[src/rtl/euler_pkg.sv]
// Shared types and helpers for the Euler MAC pipeline.
// Build option: EULER_SATURATE_EN selects saturating reduction
// (clamp to the signed DATA_SIZE range); without it values wrap.
package euler_pkg;

    typedef enum logic [1:0] {
        ST_IDLE  = 2'd0,
        ST_RUN   = 2'd1,
        ST_DRAIN = 2'd2
    } state_e;

    // Clamp limits for the default 16-bit sample width; the helpers below
    // derive the same limits for any width up to 32 bits.
    localparam logic signed [15:0] SAT_MAX = 16'sh7FFF;
    localparam logic signed [15:0] SAT_MIN = 16'sh8000;

    // True when v fits the signed w-bit range.
    function automatic logic in_data_range(input logic signed [63:0] v, input int w);
        logic signed [63:0] hi;
        logic signed [63:0] lo;
        hi = (64'sd1 <<< (w - 1)) - 64'sd1;
        lo = -(64'sd1 <<< (w - 1));
        return (v <= hi) && (v >= lo);
    endfunction

    // Brings v into the signed w-bit range; caller keeps the low w bits.
    function automatic logic signed [63:0] reduce_to_data(input logic signed [63:0] v, input int w);
`ifdef EULER_SATURATE_EN
        logic signed [63:0] hi;
        logic signed [63:0] lo;
        hi = (64'sd1 <<< (w - 1)) - 64'sd1;
        lo = -(64'sd1 <<< (w - 1));
        if (v > hi)      return hi;
        else if (v < lo) return lo;
        else             return v;
`else
        return (v <<< (64 - w)) >>> (64 - w);
`endif
    endfunction

endpackage

[src/rtl/euler_mac_lane.sv]
// One multiply lane: full-precision signed product, rescale by FRAC_BITS,
// reduce to DATA_SIZE. Masked lanes yield zero and never flag overflow.
module euler_mac_lane
    import euler_pkg::*;
#(
    parameter int DATA_SIZE = 16,
    parameter int FRAC_BITS = 8
) (
    input  logic signed [DATA_SIZE-1:0] a_i,
    input  logic signed [DATA_SIZE-1:0] b_i,
    input  logic                        mask_i,
    output logic [DATA_SIZE-1:0]        prod_o,
    output logic                        ovf_o
);

    logic signed [2*DATA_SIZE-1:0] full;
    logic signed [63:0]            scaled;

    // Product, Q-format rescale and range reduction
    always_comb begin
        full   = (2*DATA_SIZE)'(a_i) * (2*DATA_SIZE)'(b_i);
        scaled = 64'(full) >>> FRAC_BITS;
        prod_o = mask_i ? '0 : DATA_SIZE'(reduce_to_data(scaled, DATA_SIZE));
        ovf_o  = !mask_i && !in_data_range(scaled, DATA_SIZE);
    end

endmodule

[src/rtl/euler_mac_pipeline.sv]
// Multi-lane matrix-vector MAC: fetch -> M (lane products) -> T (adder
// tree) -> A (row accumulator / output register). One global stall while
// a result waits on out_ready. Overflow policy follows EULER_SATURATE_EN.
module euler_mac_pipeline
    import euler_pkg::*;
#(
    parameter int DATA_SIZE = 16,
    parameter int FRAC_BITS = 8,
    parameter int MAX_DIM   = 6,
    parameter int LANES     = 2
) (
    input  logic                         clk,
    input  logic                         rst,
    input  logic                         clear,
    input  logic                         start,
    input  logic [MAX_DIM-1:0]           shape_0,
    input  logic [MAX_DIM-1:0]           shape_1,
    input  logic                         in_valid,
    output logic                         in_ready,
    input  logic [LANES*DATA_SIZE-1:0]   mat_data,
    input  logic [LANES*DATA_SIZE-1:0]   vec_data,
    output logic                         out_valid,
    input  logic                         out_ready,
    output logic [DATA_SIZE-1:0]         out_acc,
    output logic [MAX_DIM-1:0]           out_row,
    output logic                         busy,
    output logic                         done,
    output logic                         overflow
);

    localparam int TW = DATA_SIZE + $clog2(LANES);
    localparam int CW = MAX_DIM + $clog2(LANES) + 1;

    state_e state_q, state_d;
    logic [MAX_DIM-1:0] shp0_q, shp0_d, shp1_q, shp1_d, row_q, row_d;
    logic [CW-1:0]      col_q, col_d;
    logic               done_q, done_d, ovf_q, ovf_d;

    logic [LANES-1:0][DATA_SIZE-1:0] mat_v, vec_v, lane_prod, m_prod_q;
    logic [LANES-1:0]                lane_mask, lane_ovf;

    // vld_pipe_q[0]: stage M holds a beat, [1]: stage T holds a beat
    logic [1:0]               vld_pipe_q;
    logic                     m_first_q, m_last_q, t_first_q, t_last_q;
    logic [MAX_DIM-1:0]       m_row_q, t_row_q, out_row_q;
    logic signed [DATA_SIZE-1:0] t_sum_q, acc_q, acc_nxt, tree_red;
    logic signed [TW-1:0]        tree_sum;
    logic signed [DATA_SIZE:0]   acc_sum;
    logic                     tree_ovf, acc_ovf;
    logic                     out_valid_q;
    logic [DATA_SIZE-1:0]     out_acc_q;

    logic hold, adv, beat_fire, out_fire, last_beat, last_row;

    assign mat_v     = mat_data;
    assign vec_v     = vec_data;
    assign hold      = out_valid_q & ~out_ready;
    assign adv       = ~hold;
    assign in_ready  = (state_q == ST_RUN) & ~hold;
    assign beat_fire = in_valid & in_ready;
    assign out_fire  = out_valid_q & out_ready;
    assign last_beat = (col_q + CW'(LANES)) >= CW'(shp1_q);
    assign last_row  = (row_q == shp0_q - MAX_DIM'(1));

    // Lanes past the row end on the final beat contribute zero
    always_comb begin
        lane_mask = '0;
        for (int l = 0; l < LANES; l++)
            lane_mask[l] = (col_q + CW'(l)) >= CW'(shp1_q);
    end

    for (genvar g = 0; g < LANES; g++) begin : g_lane
        euler_mac_lane #(
            .DATA_SIZE(DATA_SIZE),
            .FRAC_BITS(FRAC_BITS)
        ) u_lane (
            .a_i    (mat_v[g]),
            .b_i    (vec_v[g]),
            .mask_i (lane_mask[g]),
            .prod_o (lane_prod[g]),
            .ovf_o  (lane_ovf[g])
        );
    end

    // Adder tree over the registered lane products
    always_comb begin
        tree_sum = '0;
        for (int l = 0; l < LANES; l++)
            tree_sum = tree_sum + TW'(signed'(m_prod_q[l]));
        tree_ovf = !in_data_range(64'(tree_sum), DATA_SIZE);
        tree_red = DATA_SIZE'(reduce_to_data(64'(tree_sum), DATA_SIZE));
    end

    // Row accumulation: first beat of a row loads, later beats add
    always_comb begin
        acc_sum = (DATA_SIZE+1)'(acc_q) + (DATA_SIZE+1)'(t_sum_q);
        if (t_first_q) begin
            acc_nxt = t_sum_q;
            acc_ovf = 1'b0;
        end else begin
            acc_nxt = DATA_SIZE'(reduce_to_data(64'(acc_sum), DATA_SIZE));
            acc_ovf = !in_data_range(64'(acc_sum), DATA_SIZE);
        end
    end

    // FSM next state, beat/row counters, done pulse and sticky overflow
    always_comb begin
        state_d = state_q;
        done_d  = 1'b0;
        shp0_d  = shp0_q;
        shp1_d  = shp1_q;
        col_d   = col_q;
        row_d   = row_q;
        ovf_d   = ovf_q;
        case (state_q)
            ST_IDLE: if (start) begin
                shp0_d = shape_0;
                shp1_d = shape_1;
                col_d  = '0;
                row_d  = '0;
                ovf_d  = 1'b0;
                if (shape_0 == '0 || shape_1 == '0) done_d  = 1'b1;
                else                                state_d = ST_RUN;
            end
            ST_RUN: if (beat_fire) begin
                if (last_beat) begin
                    col_d = '0;
                    row_d = row_q + MAX_DIM'(1);
                    if (last_row) state_d = ST_DRAIN;
                end else begin
                    col_d = col_q + CW'(LANES);
                end
            end
            ST_DRAIN: if (out_fire && out_row_q == shp0_q - MAX_DIM'(1)) begin
                state_d = ST_IDLE;
                done_d  = 1'b1;
            end
            default: state_d = ST_IDLE;
        endcase
        if ((beat_fire && |lane_ovf) ||
            (adv && vld_pipe_q[0] && tree_ovf) ||
            (adv && vld_pipe_q[1] && acc_ovf))
            ovf_d = 1'b1;
        if (clear) begin
            state_d = ST_IDLE;
            done_d  = 1'b0;
            ovf_d   = 1'b0;
            col_d   = '0;
            row_d   = '0;
        end
    end

    // Control state registers
    always_ff @(posedge clk or negedge rst) begin
        if (!rst) begin
            state_q <= ST_IDLE;
            done_q  <= 1'b0;
            ovf_q   <= 1'b0;
            shp0_q  <= '0;
            shp1_q  <= '0;
            col_q   <= '0;
            row_q   <= '0;
        end else begin
            state_q <= state_d;
            done_q  <= done_d;
            ovf_q   <= ovf_d;
            shp0_q  <= shp0_d;
            shp1_q  <= shp1_d;
            col_q   <= col_d;
            row_q   <= row_d;
        end
    end

    // Stages M and T, frozen together while the output is stalled
    always_ff @(posedge clk or negedge rst) begin
        if (!rst) begin
            vld_pipe_q <= '0;
            m_prod_q   <= '0;
            m_first_q  <= 1'b0;
            m_last_q   <= 1'b0;
            m_row_q    <= '0;
            t_sum_q    <= '0;
            t_first_q  <= 1'b0;
            t_last_q   <= 1'b0;
            t_row_q    <= '0;
        end else if (clear) begin
            vld_pipe_q <= '0;
        end else if (adv) begin
            vld_pipe_q <= {vld_pipe_q[0], beat_fire};
            m_prod_q   <= lane_prod;
            m_first_q  <= (col_q == '0);
            m_last_q   <= last_beat;
            m_row_q    <= row_q;
            t_sum_q    <= tree_red;
            t_first_q  <= m_first_q;
            t_last_q   <= m_last_q;
            t_row_q    <= m_row_q;
        end
    end

    // Stage A: accumulator and output register (reloads on same-edge accept)
    always_ff @(posedge clk or negedge rst) begin
        if (!rst) begin
            acc_q       <= '0;
            out_valid_q <= 1'b0;
            out_acc_q   <= '0;
            out_row_q   <= '0;
        end else if (clear) begin
            acc_q       <= '0;
            out_valid_q <= 1'b0;
            out_acc_q   <= '0;
            out_row_q   <= '0;
        end else if (adv) begin
            if (vld_pipe_q[1]) acc_q <= acc_nxt;
            if (vld_pipe_q[1] && t_last_q) begin
                out_valid_q <= 1'b1;
                out_acc_q   <= acc_nxt;
                out_row_q   <= t_row_q;
            end else begin
                out_valid_q <= 1'b0;
            end
        end
    end

    assign out_valid = out_valid_q;
    assign out_acc   = out_acc_q;
    assign out_row   = out_row_q;
    assign busy      = (state_q != ST_IDLE);
    assign done      = done_q;
    assign overflow  = ovf_q;

endmodule
[config.mk]
export PLATFORM = sky130hd
export DESIGN_NAME = euler_mac_pipeline
export DESIGN_NICKNAME = d
export VERILOG_FILES = /design/src/rtl/euler_pkg.sv /design/src/rtl/euler_mac_lane.sv /design/src/rtl/euler_mac_pipeline.sv
export SDC_FILE = /design/constraint.sdc
export NUM_CORES = 2
export LEC_CHECK = 0
export BUFFER_PORTS_ARGS = -buffer_cell sky130_fd_sc_hd__buf_2
export CORE_UTILIZATION = 25
export CTS_BUF_LIST = sky130_fd_sc_hd__clkbuf_8
export DETAILED_ROUTE_END_ITERATION = 10
export PLACE_DENSITY_LB_ADDON = 0.12
export SKIP_CTS_REPAIR_TIMING = 1
export SLEW_MARGIN = 20
export SYNTH_ARGS = -nofsm -noshare
export SYNTH_HDL_FRONTEND = slang
export SYNTH_HIERARCHICAL = 1
export SYNTH_SLANG_ARGS = --single-unit
[constraint.sdc]
create_clock -name clk -period 6.9 [get_ports clk]
set_input_delay 0.69 -clock clk [delete_from_list [all_inputs] [get_ports clk]]
set_output_delay 0.69 -clock clk [all_outputs]
set_load 0.02 [all_outputs]
==> impl_metrics.json <==
{
  "busiest_layer": "met2",
  "rsz0062_at_grt": "true",
  "synth-seq-area-share": 0.122,
  "antenna_found_initial": 0,
  "slowest_stage": "fa_1",
  "syn-num-nets": 3904,
  "cts_root_buf": "clkbuf_8",
  "met2_usage": 0.245,
  "grt_pass1_vias": 23200,
  "ios": 109,
  "synth_area_um2": 27500,
  "wirelength_um": 74000,
  "vias": 21100,
  "setup_ws_ns": -0.503,
  "regToRegStartpoint": "col_q[1]$_DFFE_PN0P_",
  "clkSlewWorstSetupHoldPaths_ns": 0.08,
  "globalplace.congestion": 0.782,
  "skew_ns": 0.0195,
  "finalCriticalPeriod_ns": 7.40,
  "tns_ns": -0.503,
  "grt_pass1_wl_um": 125000,
  "synth-simple-area-share": 0.179,
  "hpwl_um": 63600,
  "crit_arrival_ns": 7.75,
  "cts_tree": "built",
  "slew_headroom": 0.332,
  "nets": 4298,
  "grtUsageMet1": 0.192,
  "cts.path.max_buffers": 2,
  "syn_to_final_growth_pct": 20.6,
  "worstMarginPinSlew_ns": 1.00,
  "numCtsBuffers": 17,
  "firstDrtPassIters": 5,
  "endpoint_kind": "flip-flop",
  "ant_nets": 0,
  "synthMuxAreaShare": 0.00654,
  "run_status": "finished with violations",
  "viasPerCell": 4.30,
  "grt_overflow": 0,
  "start_util": 0.253,
  "critPathLaunch": "vec_data[5]",
  "avgSynthCellArea_um2": 8.91,
  "drc": 0,
  "drive_gt1_frac": 0.183,
  "ys_warn_count": 6,
  "synth-edff-count": 0,
  "path_max_fanout": 6,
  "track_usage": 0.139,
  "die_area_um2": 111000,
  "final_max_slew_viol_count": 0,
  "crit_required_ns": 7.24,
  "yosys.cell_types.count": 85,
  "syn-instance-count": 3092,
  "clkSinkCount": 134,
  "wl_per_cell_um": 15.1,
  "ys_async_sr_fraction": 1.00,
  "rows": 121,
  "setup_viol": 1,
  "cp-start-kind": "input port",
  "crit_path_max_incr_delay_ns": 0.55,
  "hold_violations": 0,
  "htreeDepth": 4,
  "crit_buf_inv": 10,
  "final.fill_count": 11800,
  "worst-setup-path-type": "input port to flip-flop",
  "synth_compound_area_frac": 0.0819,
  "cap_violations": 0,
  "finalCritPeriodShare": 1.07,
  "clk_latency_ns": 0.49,
  "drt-initial-drc-count": 767,
  "antenna_cells": 0,
  "synth_top_family_by_area": "adder cells",
  "yosys.area_share.adder": 0.474,
  "cp_top_family": "adder cells",
  "synth-seq-cells": 134,
  "max_freq_mhz": 135,
  "met3_usage": 0.00928,
  "fp.dieW_um": 334,
  "dieHeight_um": 334,
  "synth-main-ff-cell": "dfrtp_1",
  "grt_max_degree": 69,
  "final_common_cell": "inv_1",
  "hp-class": "input port to asynchronous set/reset pin",
  "layout_common_cells": "630 x inv_1, 516 x fa_1, 489 x nand2_1",
  "coreArea_um2": 109000,
  "portBuffers": 108,
  "violations": "setup timing",
  "yosys.area_share.xor_xnor": 0.0334
}
[path summary, 6_finish.rpt]
kind,slack [ns],to,depth (start not counted)
setup / recovery,-0.50,overflow$_DFFE_PN0P_,31
hold / removal,0.19,out_acc[8]$_DFFE_PN0P_,1
setup reg to reg,3.84,overflow$_DFFE_PN0P_,16
hold reg to reg,0.46,t_first_q$_DFFE_PN0P_,2
max in group asynchronous,5.33,state_q[1]$_DFFE_PN0P_,2
min in group clk,0.42,shp1_q[2]$_DFFE_PN0P_,3
[cell type report]
class,instances,area [um^2],area share
multi-input cells,2212,21700,0.655
repair buffers,489,3590,0.108
flip-flops and latches,134,3350,0.101
inverters,632,2370,0.0714
well taps,1414,1770,0.0532
clock buffers,17,234,0.00704
clock inverters,13,159,0.00478
[metrics by stage]
step	worst slack [ns]	instance area [um^2]	util	std cells	hold WS, ns
5_1_grt	-0.704	33200	0.305	4911	0.211
2_1_floorplan	-0.201	27600	-	3092	0.394
3_3_place_gp	-1.23	32400	0.297	4872	0.450
3_5_place_dp	-1.26	32400	0.297	4872	0.451
6_report	-0.503	33200	0.305	4911	0.186
4_1_cts	-0.721	32800	0.300	4902	0.187
[layer usage]
layer | share of wire | up-vias
li1 | - | 10300
met1 | 0.48 | 10700
met2 | 0.50 | 116
met3 | 0.012 | 35
met4 | 0.0084 | 0
met5 | 0 | -
[cell usage after synthesis (4+ instances only)]
| library cell | instances | share of area |
|---|---|---|
| inv_1 | 632 | 0.086 |
| fa_1 | 524 | 0.38 |
| nand2_1 | 493 | 0.067 |
| and2_1 | 235 | 0.053 |
| ha_1 | 206 | 0.094 |
| dfrtp_1 | 134 | 0.12 |
| nor2_1 | 114 | 0.016 |
| clkbuf_1 | 102 | 0.014 |
| a21oi_1 | 94 | 0.017 |
| o21ai_0 | 71 | 0.013 |
| xnor2_1 | 66 | 0.021 |
| xor2_1 | 39 | 0.012 |
| nor3_1 | 29 | 0.0053 |
| nand4_1 | 28 | 0.0064 |
| nand2b_1 | 26 | 0.0059 |
| a21o_1 | 24 | 0.0065 |
| a211oi_1 | 23 | 0.0063 |
| nand3_1 | 21 | 0.0038 |
| a31oi_1 | 15 | 0.0034 |
| nand3b_1 | 14 | 0.0038 |
| o21a_1 | 13 | 0.0035 |
| o21bai_1 | 12 | 0.0033 |
| a311oi_1 | 10 | 0.0032 |
| mux2i_1 | 9 | 0.0033 |
| nor2b_1 | 9 | 0.0020 |
| mux2_2 | 8 | 0.0033 |
| nor4_1 | 8 | 0.0018 |
| and3_1 | 7 | 0.0016 |
| or2_2 | 7 | 0.0016 |
| or3_1 | 7 | 0.0016 |
| o21ai_1 | 6 | 0.0011 |
| buf_1 | 5 | 0.00068 |
| nor3b_1 | 5 | 0.0014 |
| o211ai_1 | 5 | 0.0014 |
| a21o_2 | 4 | 0.0013 |
| a22o_1 | 4 | 0.0013 |
| and3_2 | 4 | 0.0011 |
| o21ai_2 | 4 | 0.0013 |
| o22ai_1 | 4 | 0.00091 |
[kinds of logic (layout without fill, tap and decap cells)]
kind of cell	Yosys count	count (layout)
DFF	134	134
adders and majority gates	730	730
muxes	17	17
buffers and inverters	746	1151
xor gates and xnor gates	105	105
AOI/OAI and AO/OA	334	334
and+or+nand+nor	1026	1026
[registers in the layout (all words and copies together) (netlist names)]
signal / flops
acc_q: 16
col_q: 7
done: 1
m_first_q: 1
m_last_q: 1
m_prod_q: 32
m_row_q: 6
out_acc: 16
out_row: 6
out_valid: 1
overflow: 1
row_q: 6
shp0_q: 6
shp1_q: 6
state_q: 2
t_first_q: 1
t_last_q: 1
t_row_q: 6
t_sum_q: 16
vld_pipe_q: 2
Power is left out: the tool's default activity adds up to more than one toggle a clock period on the data nets, which glitch-free logic cannot reach.
